--- src/rtl/alu_muldiv_seq.sv ---
`default_nettype none
// +------------------------------------------------------------------------+
// | Module : alu_muldiv_seq                                                |
// | Brief  : Sequential RV32M-style multiply/divide unit, radix-2 iterative|
// | Rev    : 1.0  initial release                                          |
// +------------------------------------------------------------------------+
module alu_muldiv_seq #(
  parameter int WIDTH = 32
) (
  input  logic             clk,
  input  logic             rst_n,
  input  logic [1:0]       ALUOp,
  input  logic [6:0]       Funct7,
  input  logic [2:0]       Funct3,
  input  logic             start,
  input  logic             flush,
  input  logic [WIDTH-1:0] SrcA,
  input  logic [WIDTH-1:0] SrcB,
  output logic             IsMulDiv,
  output logic             Busy,
  output logic             Done,
  output logic [WIDTH-1:0] Result
);

  localparam int              CW        = $clog2(WIDTH) + 1;
  localparam logic [CW-1:0]   LAST_ITER = CW'(WIDTH - 1);
  localparam logic [WIDTH-1:0] MOST_NEG = {1'b1, {(WIDTH-1){1'b0}}};

  localparam logic [2:0] OP_MUL    = 3'b000;
  localparam logic [2:0] OP_MULH   = 3'b001;
  localparam logic [2:0] OP_MULHSU = 3'b010;
  localparam logic [2:0] OP_MULHU  = 3'b011;
  localparam logic [2:0] OP_DIV    = 3'b100;
  localparam logic [2:0] OP_DIVU   = 3'b101;
  localparam logic [2:0] OP_REM    = 3'b110;
  localparam logic [2:0] OP_REMU   = 3'b111;

  typedef enum logic [1:0] {
    IDLE = 2'd0,
    CALC = 2'd1,
    FIN  = 2'd2
  } state_t;

  state_t state, state_nxt;

  logic [2:0]       op;
  logic             neg_ab;
  logic             neg_a;
  logic [WIDTH-1:0] acc;
  logic [WIDTH-1:0] lo;
  logic [WIDTH-1:0] mcand;
  logic [CW-1:0]    cnt;

  // Launch-side decode
  logic             accept;
  logic             is_div_in;
  logic             a_signed_in;
  logic             b_signed_in;
  logic             sign_a_in;
  logic             sign_b_in;
  logic [WIDTH-1:0] mag_a_in;
  logic [WIDTH-1:0] mag_b_in;
  logic             div_zero;
  logic             div_ovf;
  logic             skip;
  logic [WIDTH-1:0] special_res;

  assign IsMulDiv    = (ALUOp == 2'b10) && (Funct7 == 7'b0000001);
  assign accept      = (state == IDLE) && start && IsMulDiv && !flush;
  assign is_div_in   = Funct3[2];
  assign a_signed_in = (Funct3 == OP_MULH) || (Funct3 == OP_MULHSU) ||
                       (Funct3 == OP_DIV)  || (Funct3 == OP_REM);
  assign b_signed_in = (Funct3 == OP_MULH) || (Funct3 == OP_DIV) || (Funct3 == OP_REM);
  assign sign_a_in   = a_signed_in && SrcA[WIDTH-1];
  assign sign_b_in   = b_signed_in && SrcB[WIDTH-1];
  assign mag_a_in    = sign_a_in ? (~SrcA + 1'b1) : SrcA;
  assign mag_b_in    = sign_b_in ? (~SrcB + 1'b1) : SrcB;

  // Signed DIV/REM have Funct3[0]=0; only those can overflow.
  assign div_zero    = is_div_in && (SrcB == '0);
  assign div_ovf     = is_div_in && !Funct3[0] && (SrcA == MOST_NEG) && (SrcB == '1);
  assign skip        = div_zero || div_ovf;

  always_comb begin
    special_res = '0;
    if (div_zero)
      special_res = Funct3[1] ? SrcA : '1;
    else if (div_ovf)
      special_res = Funct3[1] ? '0 : SrcA;
  end

  // One radix-2 iteration; acc/lo hold product halves or remainder/quotient
  logic [WIDTH:0]   mul_sum;
  logic [WIDTH:0]   div_shift;
  logic             div_ge;
  logic [WIDTH-1:0] div_diff;
  logic [WIDTH-1:0] acc_nxt;
  logic [WIDTH-1:0] lo_nxt;

  assign mul_sum   = {1'b0, acc} + (lo[0] ? {1'b0, mcand} : '0);
  assign div_shift = {acc, lo[WIDTH-1]};
  assign div_ge    = (div_shift >= {1'b0, mcand});
  assign div_diff  = div_shift[WIDTH-1:0] - mcand;

  always_comb begin
    acc_nxt = acc;
    lo_nxt  = lo;
    if (op[2]) begin
      acc_nxt = div_ge ? div_diff : div_shift[WIDTH-1:0];
      lo_nxt  = {lo[WIDTH-2:0], div_ge};
    end else begin
      acc_nxt = mul_sum[WIDTH:1];
      lo_nxt  = {mul_sum[0], lo[WIDTH-1:1]};
    end
  end

  // Sign fix-up applied to the post-final-iteration values as FIN is entered
  logic [2*WIDTH-1:0] prod;
  logic [2*WIDTH-1:0] prod_s;
  logic [WIDTH-1:0]   quo_s;
  logic [WIDTH-1:0]   rem_s;
  logic [WIDTH-1:0]   fin_res;

  assign prod   = {acc_nxt, lo_nxt};
  assign prod_s = neg_ab ? (~prod + 1'b1) : prod;
  assign quo_s  = neg_ab ? (~lo_nxt + 1'b1) : lo_nxt;
  assign rem_s  = neg_a  ? (~acc_nxt + 1'b1) : acc_nxt;

  always_comb begin
    fin_res = '0;
    case (op)
      OP_MUL:                       fin_res = prod_s[WIDTH-1:0];
      OP_MULH, OP_MULHSU, OP_MULHU: fin_res = prod_s[2*WIDTH-1:WIDTH];
      OP_DIV, OP_DIVU:              fin_res = quo_s;
      OP_REM, OP_REMU:              fin_res = rem_s;
      default:                      fin_res = '0;
    endcase
  end

  logic last_iter;
  assign last_iter = (state == CALC) && (cnt == LAST_ITER);

  always_ff @(posedge clk or negedge rst_n) begin
    if (!rst_n)
      state <= IDLE;
    else
      state <= state_nxt;
  end

  always_comb begin
    state_nxt = state;
    Busy      = 1'b0;
    Done      = 1'b0;
    case (state)
      IDLE: begin
        if (accept)
          state_nxt = skip ? FIN : CALC;
      end
      CALC: begin
        Busy = 1'b1;
        if (flush)
          state_nxt = IDLE;
        else if (cnt == LAST_ITER)
          state_nxt = FIN;
      end
      FIN: begin
        Busy      = 1'b1;
        Done      = !flush;
        state_nxt = IDLE;
      end
      default: state_nxt = IDLE;
    endcase
  end

  always_ff @(posedge clk or negedge rst_n) begin
    if (!rst_n) begin
      op     <= '0;
      neg_ab <= 1'b0;
      neg_a  <= 1'b0;
      acc    <= '0;
      lo     <= '0;
      mcand  <= '0;
      cnt    <= '0;
      Result <= '0;
    end else if (accept) begin
      op     <= Funct3;
      neg_ab <= sign_a_in ^ sign_b_in;
      neg_a  <= sign_a_in;
      acc    <= '0;
      lo     <= is_div_in ? mag_a_in : mag_b_in;
      mcand  <= is_div_in ? mag_b_in : mag_a_in;
      cnt    <= '0;
      if (skip)
        Result <= special_res;
    end else if ((state == CALC) && !flush) begin
      acc <= acc_nxt;
      lo  <= lo_nxt;
      if (cnt != LAST_ITER)
        cnt <= cnt + CW'(1);
      if (last_iter)
        Result <= fin_res;
    end
  end

endmodule
`default_nettype wire

--- config.mk ---
export PLATFORM = sky130hd
export DESIGN_NAME = alu_muldiv_seq
export DESIGN_NICKNAME = d
export VERILOG_FILES = /design/src/rtl/alu_muldiv_seq.sv
export SDC_FILE = /design/constraint.sdc
export NUM_CORES = 1
export LEC_CHECK = 0
export CAP_MARGIN = 20
export CORE_UTILIZATION = 62
export CTS_CLUSTER_SIZE = 25
export DETAILED_ROUTE_END_ITERATION = 16
export HOLD_SLACK_MARGIN = 0.12
export PLACE_DENSITY = 0.91
export SYNTH_ARGS = -nofsm -noshare
export SYNTH_HDL_FRONTEND = slang
export SYNTH_SLANG_ARGS = --single-unit
--- constraint.sdc ---
create_clock -name clk -period 5.9 [get_ports clk]
set_input_delay 1.475 -clock clk [delete_from_list [all_inputs] [get_ports clk]]
set_output_delay 1.475 -clock clk [all_outputs]
set_load 0.005 [all_outputs]
==> out/metrics.cfg <==
[cts]
clk_latency_ns=0.45
cts_made_buffers=17
cts_hold_buf=0
ctsHtreeMaxLevel=4
cts_resized=0
cts_tree=yes
cts_num_sinks=141
post_cts_buffers=0
cts_root_buf=clkbuf_16
cts_buffer_depth=2
cts.clk_slew.worst_paths_ns=0.07

[global_route]
overflow=0
grt_max_degree=98
grt_pass1_vias=17940
grt_pass1_wl_um=101500
antenna_found_initial=3
grt_usage_pct=47.15

[hold_path]
min_path_type=reg2reg

[yosys]
synth.distinct_cells=112
synthDominantCellAreaShare_pct=21.04
yosysSeqAreaShare_pct=21.04
synth_warnings=0
synthFlopType=dfrtp_1
ys_async_sr_fraction_pct=100.0
syn_inst=2311
syn-cell-area_sq_um=16770
ys_ff_latch=141
synth_fp_nets=2465
synth_edf_count=0
synth_area_leaders=dfrtp_1 21%, a21oi_1 6.6%, nor2_1 6.4%
synth_top_area_cell=dfrtp_1
avgSynthCellArea_sq_um=7.258

[sta]
period_share_pct=95.39
setup_viol=0
rsz0062_at_grt=false
layout_min_cycle_time_ns=5.628
skew_ns=0.01811
max_freq_ghz=0.1777
timing.final.max_slew_violations=0
setup_tns_ns=0
max_slew_margin_pct=27.06
tightest_slew_ns=1.087
hold_violations=0

[power_and_ir_drop]
p_leak_nw=8.250
peakVddDrop_v=0.0001918
sw_frac_of_total_pct=37.30
clkPwrFrac_pct=35.0
total_power_mw=3.064
intPower_mw=1.921
p_comb_share_pct=32.4
p_per_area_nw_per_um2=162.4
p_seq_share_pct=32.6
p_sw_mw=1.143

[layout]
final_cell_area_sq_um=18860
seqCellArea_sq_um=3532
drive_above_1_share_pct=8.201
nNetsFinal=2543
syn_to_final_growth_pct=12.47
layout_common_cells=284 x nor2_1, 257 x nand2_1, 220 x a21oi_1
multiInputGateArea_sq_um=12250
final_util_pct=71.78
nFillCells=2169
final_common_cell=nor2_1
layout.cells.non_filler=2738

[routing]
drtAntennaViolNets=0
drc=0
drt_iter0_drc=2635
drt_pass1_iterations=6
wire_per_inst_um=24.02
postRouteWirelength_um=65780
routed_via_density=7.027
num_vias=19240

[placement]
place_congestion=1.086
numPortBuffers=114
place_area_sq_um=18300
placedCellCount=2704
dpl.hpwl_um=50550

[outcome]
status=complete, no violations

[critical_path]
worstPathCellList=buf_4 -> nand2_1 -> fa_1 -> nor2b_1 -> o2111ai_1 -> and4_1 -> o31ai_1 -> a31oi_1 -> xor2_1 -> mux2i_1 -> a31o_2 -> or4b_1 -> nor4b_2 -> mux2i_1 -> a211oi_1 -> or3_1
crit_family=simple AND/OR/NAND/NOR gates
crit_required_ns=6.22
critPathSlowestCell=or4b_1
crit_type=reg2reg
arrival_ns=5.95
critPathBufInv=1
path_max_fanout=31
cp-start-kind=flop
end_kind=flop
cp_slowest_stage_delay_ns=0.75
path_common_cell=mux2i_1

[floorplanning]
die_h_um=166.5
num_rows=59
initial_core_util_pct=63.82
die_w_um=166.5
dieArea_sq_um=27710
coreArea_sq_um=26280
ios=115

[flow_run]
max_cap_viol_count=0

-- cells by family (layout without fill, tap and decap cells) --
family | after synthesis | count (layout) | share of synthesized area, %
xor+xnor | 172 | 172 | 8.982
buf+inv | 215 | 306 | 6.095
compound gates | 759 | 759 | 29.06
mux | 58 | 58 | 3.566
other cells | 0 | 1 | 0
simple gates | 892 | 892 | 25.65
flops | 141 | 141 | 21.04
fa+ha+maj | 74 | 74 | 5.610
-- path summary, 6_finish.rpt --
| check | cells past startpoint | slack, ns | start | to |
|---|---|---|---|---|
| setup / recovery | 16 | 0.27 | lo[0]$_DFFE_PN0P_ | Result[30]$_DFFE_PN0P_ |
| hold / removal | 2 | 0.51 | Result[17]$_DFFE_PN0P_ | Result[17]$_DFFE_PN0P_ |
| setup reg to reg | 16 | 0.27 | lo[0]$_DFFE_PN0P_ | Result[30]$_DFFE_PN0P_ |
| hold reg to reg | 2 | 0.51 | Result[17]$_DFFE_PN0P_ | Result[17]$_DFFE_PN0P_ |
| max in group asynchronous | 2 | 3.45 | rst_n | Result[12]$_DFFE_PN0P_ |
| min in group asynchronous | 1 | 1.12 | rst_n | acc[8]$_DFFE_PN0P_ |
-- routing by layer --
layer  track usage (%)  share of wire (%)
met1             58.64                 37
met2             73.07                 43
met3             11.12                 13
met4             31.16                7.5
met5                 0                  0
-- flip-flops by register name, indices dropped and copies added, names as in the netlist --
| signal | count |
|---|---|
| neg_a | 1 |
| Result | 32 |
| op | 3 |
| mcand | 32 |
| neg_ab | 1 |
| lo | 32 |
| state | 2 |
| cnt | 6 |
| acc | 32 |
-- power by group through the flow --
| stage | combinational, mW | clock (mW) | sequential, mW |
|---|---|---|---|
| 3_5_place_dp | 0.948 | 0 | 1.02 |
| 6_report | 0.994 | 1.07 | 0.998 |
| 4_1_cts | 0.955 | 1.06 | 0.998 |
| 2_1_floorplan | 0.604 | 0 | 1.01 |
| 5_1_grt | 1.06 | 1.09 | 0.999 |
| 3_3_place_gp | 0.934 | 0 | 1.01 |
-- tightest hold or removal path, stage by stage, from the launching register on --
cell and delay [ns]:
dfrtp_1 0.36, nand2_1 0.05, o21ai_0 0.06
-- synthesized netlist by cell type, drive strengths merged, types with 17 or more instances --
cell,n
clkbuf,90
and2,58
o22ai,19
nor2,286
nand4,37
nand3,35
o211ai,54
buf,56
a211oi,19
or2,18
a21oi,223
inv,68
a31oi,30
mux2i,54
a21o,24
and3,20
xnor2,104
o21ai,201
nand2,258
dfrtp,141
ha,72
nor4,20
o31ai,28
or3,30
o21a,17
xor2,68
nor3,72
-- metrics by stage --
step	hold slack (ns)	setup slack, ns
after floorplan	0.4632	0.5446
after CTS	0.4988	0.5280
after detailed placement	0.4849	0.1060
after global routing	0.5462	0.1593
after global placement	0.4644	0.1268
final	0.5054	0.2717
-- cell type report --
class	instances	share of cell area (%)
multi-input combinational	1955	64.95
sequential	141	18.72
timing repair buffer	205	9.757
clock buffer	18	2.275
tap	335	2.222
inverter	69	1.373
clock inverter	14	0.6832
antenna	1	0.01327
Note: power is estimated with default switching activity, not from simulation.
